--- config.mk ---
export PLATFORM = sky130hd
export DESIGN_NAME = s_serial_sub_flat
export DESIGN_NICKNAME = d
export VERILOG_FILES = /design/src/rtl/s_serial_sub_if.sv /design/src/rtl/s_serial_sub.sv /design/src/flat_wrapper.sv
export SDC_FILE = /design/constraint.sdc
export NUM_CORES = 1
export LEC_CHECK = 0
export BUFFER_PORTS_ARGS = -buffer_cell sky130_fd_sc_hd__buf_2
export CAP_MARGIN = 20
export CORE_ASPECT_RATIO = 1.2
export CORE_MARGIN = 2
export CORE_UTILIZATION = 50
export CTS_CLUSTER_DIAMETER = 60
export CTS_CLUSTER_SIZE = 14
export DETAILED_ROUTE_END_ITERATION = 10
export PLACE_DENSITY = 0.78
export SYNTH_ARGS = -nofsm -noshare
export SYNTH_HDL_FRONTEND = slang
export SYNTH_SLANG_ARGS = --single-unit
--- constraint.sdc ---
create_clock -name clk -period 1.7 [get_ports clk]
set_input_delay 0.17 -clock clk [delete_from_list [all_inputs] [get_ports clk]]
set_output_delay 0.17 -clock clk [all_outputs]
set_load 0.01 [all_outputs]
--- src/rtl/s_serial_sub_if.sv ---
// s_serial_sub_if: operand and result handshake bundle for the bit-serial
// signed subtractor.
//   in_valid / in_ready  : operand handshake (a, b accepted together)
//   a, b                 : N-bit two's-complement minuend / subtrahend
//   out_valid / out_ready: result handshake
//   out                  : N+1-bit sign-extended difference a - b
// master = operand producer / result consumer, slave = the subtractor.
interface s_serial_sub_if #(
  parameter int N = 8
);
  logic         in_valid;
  logic         in_ready;
  logic [N-1:0] a;
  logic [N-1:0] b;
  logic         out_valid;
  logic         out_ready;
  logic [N:0]   out;

  modport master (
    output in_valid, a, b, out_ready,
    input  in_ready, out_valid, out
  );

  modport slave (
    input  in_valid, a, b, out_ready,
    output in_ready, out_valid, out
  );
endinterface

--- src/rtl/s_serial_sub.sv ---
// s_serial_sub: bit-serial signed subtractor, out = a - b at N+1 bits.
// Computes a + ~b + 1 one bit per clock, LSB first, with the carry kept in
// a flop. A final cycle builds the sign-extension bit from the operand MSBs
// and the last carry, so the result is exact for every operand pair.
// Ports:
//   clk   : clock, rising edge
//   rst_n : asynchronous active-low reset
//   bus   : s_serial_sub_if slave (in_valid/in_ready/a/b, out_valid/out_ready/out)
// Latency: accept at edge E, out_valid high after edge E+N+1.
//
// state | meaning
// IDLE  | waiting for operands, in_ready high
// RUN   | N cycles, one difference bit per cycle
// EXT   | one cycle, writes the sign-extension bit, raises out_valid
// DONE  | result held until out_ready
module s_serial_sub #(
  parameter int N = 8
) (
  input  logic          clk,
  input  logic          rst_n,
  s_serial_sub_if.slave bus
);

  localparam int CW = (N > 2) ? $clog2(N) : 1;

  typedef enum logic [1:0] {
    IDLE = 2'd0,
    RUN  = 2'd1,
    EXT  = 2'd2,
    DONE = 2'd3
  } state_t;

  state_t         state;
  state_t         state_nxt;

  logic [N-1:0]   sa;
  logic [N-1:0]   sb;
  logic           sa_msb;
  logic           sb_msb;
  logic           carry;
  logic [CW-1:0]  cnt;
  logic [N:0]     out_r;
  logic           out_valid_r;

  logic           accept;
  logic           drain;
  logic           sum_bit;
  logic           carry_nxt;

  // Full adder on the current LSBs; sb already holds ~b.
  assign sum_bit   = sa[0] ^ sb[0] ^ carry;
  assign carry_nxt = (sa[0] & sb[0]) | (carry & (sa[0] ^ sb[0]));

  assign bus.in_ready  = (state == IDLE);
  assign bus.out_valid = out_valid_r;
  assign bus.out       = out_r;

  always_ff @(posedge clk or negedge rst_n) begin
    if (!rst_n) begin
      state <= IDLE;
    end else begin
      state <= state_nxt;
    end
  end

  always_comb begin
    state_nxt = state;
    accept    = 1'b0;
    drain     = 1'b0;
    case (state)
      IDLE: begin
        if (bus.in_valid) begin
          accept    = 1'b1;
          state_nxt = RUN;
        end
      end
      RUN: begin
        if (cnt == CW'(N - 1)) begin
          state_nxt = EXT;
        end
      end
      EXT: begin
        state_nxt = DONE;
      end
      DONE: begin
        if (out_valid_r && bus.out_ready) begin
          drain     = 1'b1;
          state_nxt = IDLE;
        end
      end
      default: begin
        state_nxt = IDLE;
      end
    endcase
  end

  always_ff @(posedge clk or negedge rst_n) begin
    if (!rst_n) begin
      sa          <= '0;
      sb          <= '0;
      sa_msb      <= 1'b0;
      sb_msb      <= 1'b0;
      carry       <= 1'b0;
      cnt         <= '0;
      out_r       <= '0;
      out_valid_r <= 1'b0;
    end else begin
      case (state)
        IDLE: begin
          if (accept) begin
            sa     <= bus.a;
            sb     <= ~bus.b;
            // MSBs survive the shifting for the sign-extension step.
            sa_msb <= bus.a[N-1];
            sb_msb <= ~bus.b[N-1];
            // Carry-in of 1 completes the two's-complement negation of b.
            carry  <= 1'b1;
            cnt    <= '0;
            out_r  <= '0;
          end
        end
        RUN: begin
          out_r[cnt] <= sum_bit;
          carry      <= carry_nxt;
          sa         <= {1'b0, sa[N-1:1]};
          sb         <= {1'b0, sb[N-1:1]};
          cnt        <= cnt + 1'b1;
        end
        EXT: begin
          // Bit N of sext(a) + sext(~b) + 1: both extension bits plus carry.
          out_r[N]    <= sa_msb ^ sb_msb ^ carry;
          out_valid_r <= 1'b1;
        end
        DONE: begin
          if (drain) begin
            out_valid_r <= 1'b0;
          end
        end
        default: begin
          out_valid_r <= 1'b0;
        end
      endcase
    end
  end

endmodule

--- src/flat_wrapper.sv ---
// flat-port wrapper written by rule: the top's interface ports become plain ports
module s_serial_sub_flat 
#(
  parameter int N = 8
)
  (clk, rst_n, bus_in_valid, bus_a, bus_b, bus_out_ready, bus_in_ready, bus_out_valid, bus_out);
  s_serial_sub_if #(.N(N)) bus_i ();
  input  logic clk;
  input  logic rst_n;
  input wire logic [$bits(bus_i.in_valid)-1:0] bus_in_valid;
  input wire logic [$bits(bus_i.a)-1:0] bus_a;
  input wire logic [$bits(bus_i.b)-1:0] bus_b;
  input wire logic [$bits(bus_i.out_ready)-1:0] bus_out_ready;
  output wire logic [$bits(bus_i.in_ready)-1:0] bus_in_ready;
  output wire logic [$bits(bus_i.out_valid)-1:0] bus_out_valid;
  output wire logic [$bits(bus_i.out)-1:0] bus_out;
  assign bus_i.in_valid = bus_in_valid;
  assign bus_i.a = bus_a;
  assign bus_i.b = bus_b;
  assign bus_i.out_ready = bus_out_ready;
  assign bus_in_ready = bus_i.in_ready;
  assign bus_out_valid = bus_i.out_valid;
  assign bus_out = bus_i.out;
  s_serial_sub #(.N(N)) u_core (.clk(clk), .rst_n(rst_n), .bus(bus_i));
endmodule
Word-level counts from Yosys, hierarchy flattened
Cells that the tools add are included.

Output and inout bits: 11. Flip-flop bits (word level): 34. Word-level logic and storage cells: 66. Input port bits: 20.

Add/sub/neg operators: 1. Eq/ne operators: 9. Bitwise gates (word level): 9. Reduce and logical (&&, ||, !) cells: 11. Mux-type cells: 24. $lt $le $gt $ge: 2.

Operators with widths (number): $pmux 8 s2 (3); $mux 8 (2); $bwmux 9 (1); $mux 9 (1); $ne 2x1->1 const B (4); $not 8->8 (1); $pmux 2 s4 (1); $reduce_and 2->1 (4); $mux 1 (7); $mux 2 (3); $pmux 3 s2 (1); $lt 3x5->1 const B (1); $eq 2x2->1 const B (2); $pmux 1 s2 (2); $reduce_bool 2->1 (2); $xor 1x1->1 (4); $add 3x1->3 const B (1); $demux 1 s3 (1); $eq 3x3->1 const B (1); $ge 3x1->1 const B (1); $mux 3 (1); $pmux 1 s3 (1); $reduce_and 3->1 (1); $reduce_bool 3->1 (1); other kinds (7) (9).

Logic depth before layout (Yosys ltp)
Word-level depth: 6. Gate-level depth with buffers: 7. Depth with buffers taken out: 5.

Least setup slack after synthesis
Ideal clock, no wire load.

Path kind: reg2reg. Start point: register u_core.state[0]. End point: register u_core.state[1]. Period minus slack after synthesis: 1643 ps. Data required time: 1572 ps. Path slack: 57 ps. Arrival: 1515 ps. Stages on the path, launching flop included: 7. Setup time: 128 ps. Buffers on the path: 1. Cells stage by stage: dfrtp_1 -> inv_1 -> ha_1 -> buf_6 -> nor2b_4 -> a221oi_4 -> mux2_1.

Cells in the longest elaborated chain, start to end: 3. Elaborated cells between the ends (all ways): 9. Classes of those cells: eq/ne (6); mux (1); reduce/logical (2).

Ends and longest elaborated chain: start, declared (RTL line s_serial_sub.sv:33) `state_t state;`; start signal, assigned (RTL line s_serial_sub.sv:62) `state <= state_nxt;`; $logic_not 2->1 (*); via bus_in_ready (RTL line flat_wrapper.sv:14) `output wire logic [$bits(bus_i.in_ready)-1:0] bus_in_ready;`; $ne 2x2->1 (no source line); $reduce_and 3->1 (no source line).

Mark *: on every way through the listed nets, which the timed path passes. The rest lies on a longest branch. A chain may end at the register's enable or synchronous reset.

Worst setup path in the final report
Start point: register u_core.state[1]. End point: register u_core.sb[6].

Cells in the longest elaborated chain, start to end: 4. Elaborated cells between the ends (all ways): 7. Classes of those cells: eq/ne (2); mux (2); reduce/logical (3).

Ends and longest elaborated chain: $logic_not 2->1 (RTL line s_serial_sub.sv:70, s_serial_sub.sv:108); $mux 1 (RTL line s_serial_sub.sv:70) `case (state)`; $ne 2x1->1 (no source line); $reduce_and 2->1 (no source line); end signal, assigned (RTL line s_serial_sub.sv:112) `sb <= ~bus.b;`; end signal, assigned (RTL line s_serial_sub.sv:126) `sb <= {1'b0, sb[N-1:1]};`; end, declared (RTL line s_serial_sub.sv:37) `logic [N-1:0] sb;`.

Parallel ways exist; a longest one is shown, timed or not.

==> results.txt <==
----------------------------------------------------
[Die]
  Effective utilization at floorplan ... 53.02%
  IO Count ... 31
  Core Box Area ... roughly 0.0034 mm^2
  Number of placement rows ... 23
  Die Height ... 69.74 um
  Floorplan die area ... 0.004099 mm^2
  Floorplan die width ... 58.78 um

[Cells and area]
  Utilization after layout ... 62.82%
  P&R area growth vs syn ... 18.49%
  Number of fill cells ... roughly 300
  Ant diodes ... 0
  Share of post-route cells with drive strength above 1 ... 28.37%
  Count of nets after finishing ... 242

[Clocking]
  Total clock buffers created by CTS ... 5
  Number of H-tree branching levels ... 2
  Maximum buffer depth of the clock tree ... 2
  Clock Pin Slew Worst Setup and Hold Paths ... 0.07 ns
  Cell at the root of the clock tree ... clkbuf_8
  CTS tree ... yes
  Clk sinks ... 34
  Number of buffers added for setup after CTS ... 0
  Clk Latency, worst-skew pair ... 0.29 ns

[Logic synthesis]
  Number of flip-flops and latches in the synthesized netlist ... 34
  Most frequent cell after synthesis ... dfrtp_1
  Synth Area per Inst ... 10.29 um^2
  Biggest area consumer among synthesized cells ... dfrtp_1
  EDFF count, synth ... 0
  Share of synthesized area occupied by flip-flops and latches ... between 40 and 50%
  Yosys top cell area share ... between 40% and 50%
  Synth Instances ... 175
  Share of synthesized registers carrying an async set or reset ... 100.0%
  Top flip-flop cell by instance count after synthesis ... dfrtp_1
  Commonest cells in the synthesized netlist ... dfrtp_1 (34), a21oi_1 (20), nor2_1 (16), inv_1 (15), nand2_1 (15)
  Number of distinct standard cells referenced by the synthesized netlist ... 38
  Warning count from the yosys run ... 0
  Cell types occupying the most area after synthesis ... dfrtp_1 (47%), a21oi_1 (5.6%), ha_1 (4.9%)
  Mapped Nets ... 203
  Cell area after technology mapping ... 0.001800 mm^2

[Setup path]
  Startpoint of the worst-slack reg-to-reg timing path ... u_core.state[1]
  Register-to-Register Setup Slack ... approximately 0.13 ns
  Type of origin of the critical path ... register
  Reg2Reg Capture Point ... u_core.sb[6]
  Critical Path AT ... 1.74 ns
  Endpoint type of the worst setup path ... register
  Required time reported for the critical path endpoint ... 1.86 ns
  Critical-path maximum fanout ... 15
  Worst Reg2Reg Path Length in Cells ... 6
  Start-to-end type of the worst setup path ... register to register

[Global route]
  Vias in the first global route ... ~1300
  Antenna violations before repair ... 0
  Global-route wire length before repair ... roughly 5500 um
  Pin count of the biggest net entering global routing ... 35
  Total gr overflow ... 0
  Global-route usage over all layers ... 17.81%

[Timing]
  Post-Route Skew ... 0.008335 ns
  Final Hold Slack ... 0.08341 ns
  Slew Viols, Final ... 0
  Hold Vio Cnt, Final ... 0
  Highest Clock Rate ... roughly 640 MHz
  Clock period minus final worst setup slack ... 1.573 ns
  Setup TNS ... 0 ns
  Relative slew margins ... around 70%
  Setup repair after global routing missed its margin ... false
  Total of endpoints with negative setup slack in the final report ... 0
  Transition time at the pin with the least slew margin ... approximately 0.42 ns
  Period utilisation layout ... approximately 90%

[Hold path]
  Count of cells along the worst hold path ... 2
  Kind of path behind the tightest hold check ... input pin to register
  Worst hold path endpoint ... u_core.sb_msb
  Worst min-delay path startpoint ... bus_b[7]

[Run status]
  Violated checks ... design-rule violations
  Status ... complete, but fails checks

[Placement]
  Number of buffer cells added on primary ports ... 30
  Sum of net half-perimeters after detailed placement ... 2380 um
  RD Place Congestion ... 0.8204

[Detailed routing]
  Count of TritonRoute iterations in the first routing pass ... 8
  Initial DRC count ... 34
  DRC violations left ... 3
  Residual antenna-violating net count after detailed routing ... 0
  Vias ... between 1000 and 1500
  Overall routed net length ... 3343 um
  Number of vias per cell ... between 5 and 6
  Detail-routed net length per standard cell ... 13.27 um

[Flow run]
  Number of max-cap violations ... 0

[Power and ir drop]
  Cell leakage power ... 1.018 nW
  Peak VDD IR ... ~1.0 mV
  Power per cell area ... 1924 mW/mm^2

----------------------------------------------------
[cell families after synthesis]
| group | Yosys count | synth area share, % |
|---|---|---|
| AO/OA/AOI/OAI | 51 | 18.56 |
| XOR/XNOR | 2 | 0.9731 |
| adder cells (fa/ha/maj) | 8 | 5.976 |
| buffers and inverters | 25 | 7.296 |
| flip-flops | 34 | 47.26 |
| multiplexers | 11 | 7.158 |
| AND/OR/NAND/NOR | 44 | 12.79 |
[cell type report]
cell class	count	area, um^2	share of cell area (%)
Clock buffer	6	82.58	3.871
Clock inverter	2	12.51	0.5865
Inverter	16	60.06	2.815
Multi-Input combinational cell	116	833.3	39.06
Sequential cell	34	850.8	39.88
Tap cell	37	46.29	2.170
Timing Repair Buffer	41	247.7	11.61
[power breakdown]
| part | total, W | internal [W] | leakage, nW | switching, W |
|---|---|---|---|---|
| Clock | 0.000626 | 0.000325 | 0.0472 | 0.000300 |
| Combinational | 0.00213 | 0.000997 | 0.547 | 0.00113 |
| Sequential | 0.00135 | 0.00115 | 0.424 | 0.000202 |
| Total | 0.00410 | 0.00247 | 1.02 | 0.00163 |
[how the worst max path moves through the flow]
stage | startpoint | to | slack, ns | cells past startpoint
floorplan | u_core.state[0] | u_core.state[1] | 0.06 | 6
global placement | u_core.state[1] | u_core.carry | 0.11 | 6
detailed placement | u_core.state[0] | u_core.sb[6] | 0.06 | 6
CTS | u_core.state[1] | u_core.sb[6] | 0.03 | 6
global route | u_core.state[1] | u_core.sb[5] | 0.05 | 6
finish | u_core.state[1] | u_core.sb[6] | 0.13 | 6
[through the flow]
stage               cell area, um^2  std cells  total power [W]  setup WS, ns
finish                         2133        252         0.004103        0.1272
global route                   2133        252         0.004449       0.04720
CTS                            2118        252         0.004086       0.03456
detailed placement             2013        243         0.003439       0.05669
global placement               2013        243         0.003340        0.1141
floorplan                      1800        175         0.002961       0.05710
[layer usage]
metal | up-vias | GRT usage (%) | share of wire (%)
li1 | 679 | - | -
met1 | 627 | 21.75 | 42
met2 | 27 | 28.40 | 52
met3 | 6 | 5.970 | 3.9
met5 | - | 0 | 0
met4 | 0 | 7.071 | 1.9
[critical path, cell delays in order, from the launching register on]
cell,delay [ns]
dfrtp_1,0.43
inv_1,0.16
ha_4,0.19
buf_4,0.13
mux2_4,0.37
nor2_1,0.11
a21oi_1,0.05
[placed cells by master, fill, tap and decap left out, types with 6 or more instances in the layout]
cell / count
o22ai_1: 7
o21ai_1: 11
a21oi_1: 20
mux2i_1: 8
buf_4: 9
nand2_1: 15
clkbuf_8: 6
nor2_1: 16
dfrtp_1: 34
inv_1: 15
buf_2: 30
[what timing repair did]
action,in CTS,in global routing
gates resized for setup,0,3
endpoints found under the setup margin,0,10
endpoints found under the hold margin,34,0
hold buffers,1,0
[state kept, by name, summed over array words and instances, names as in the netlist, 2 cells and up]
register	cells
u_core.bus.out	9
u_core.sa	8
u_core.sb	8
u_core.cnt	3
u_core.state	2
Note: power is estimated with default switching activity, not from simulation.
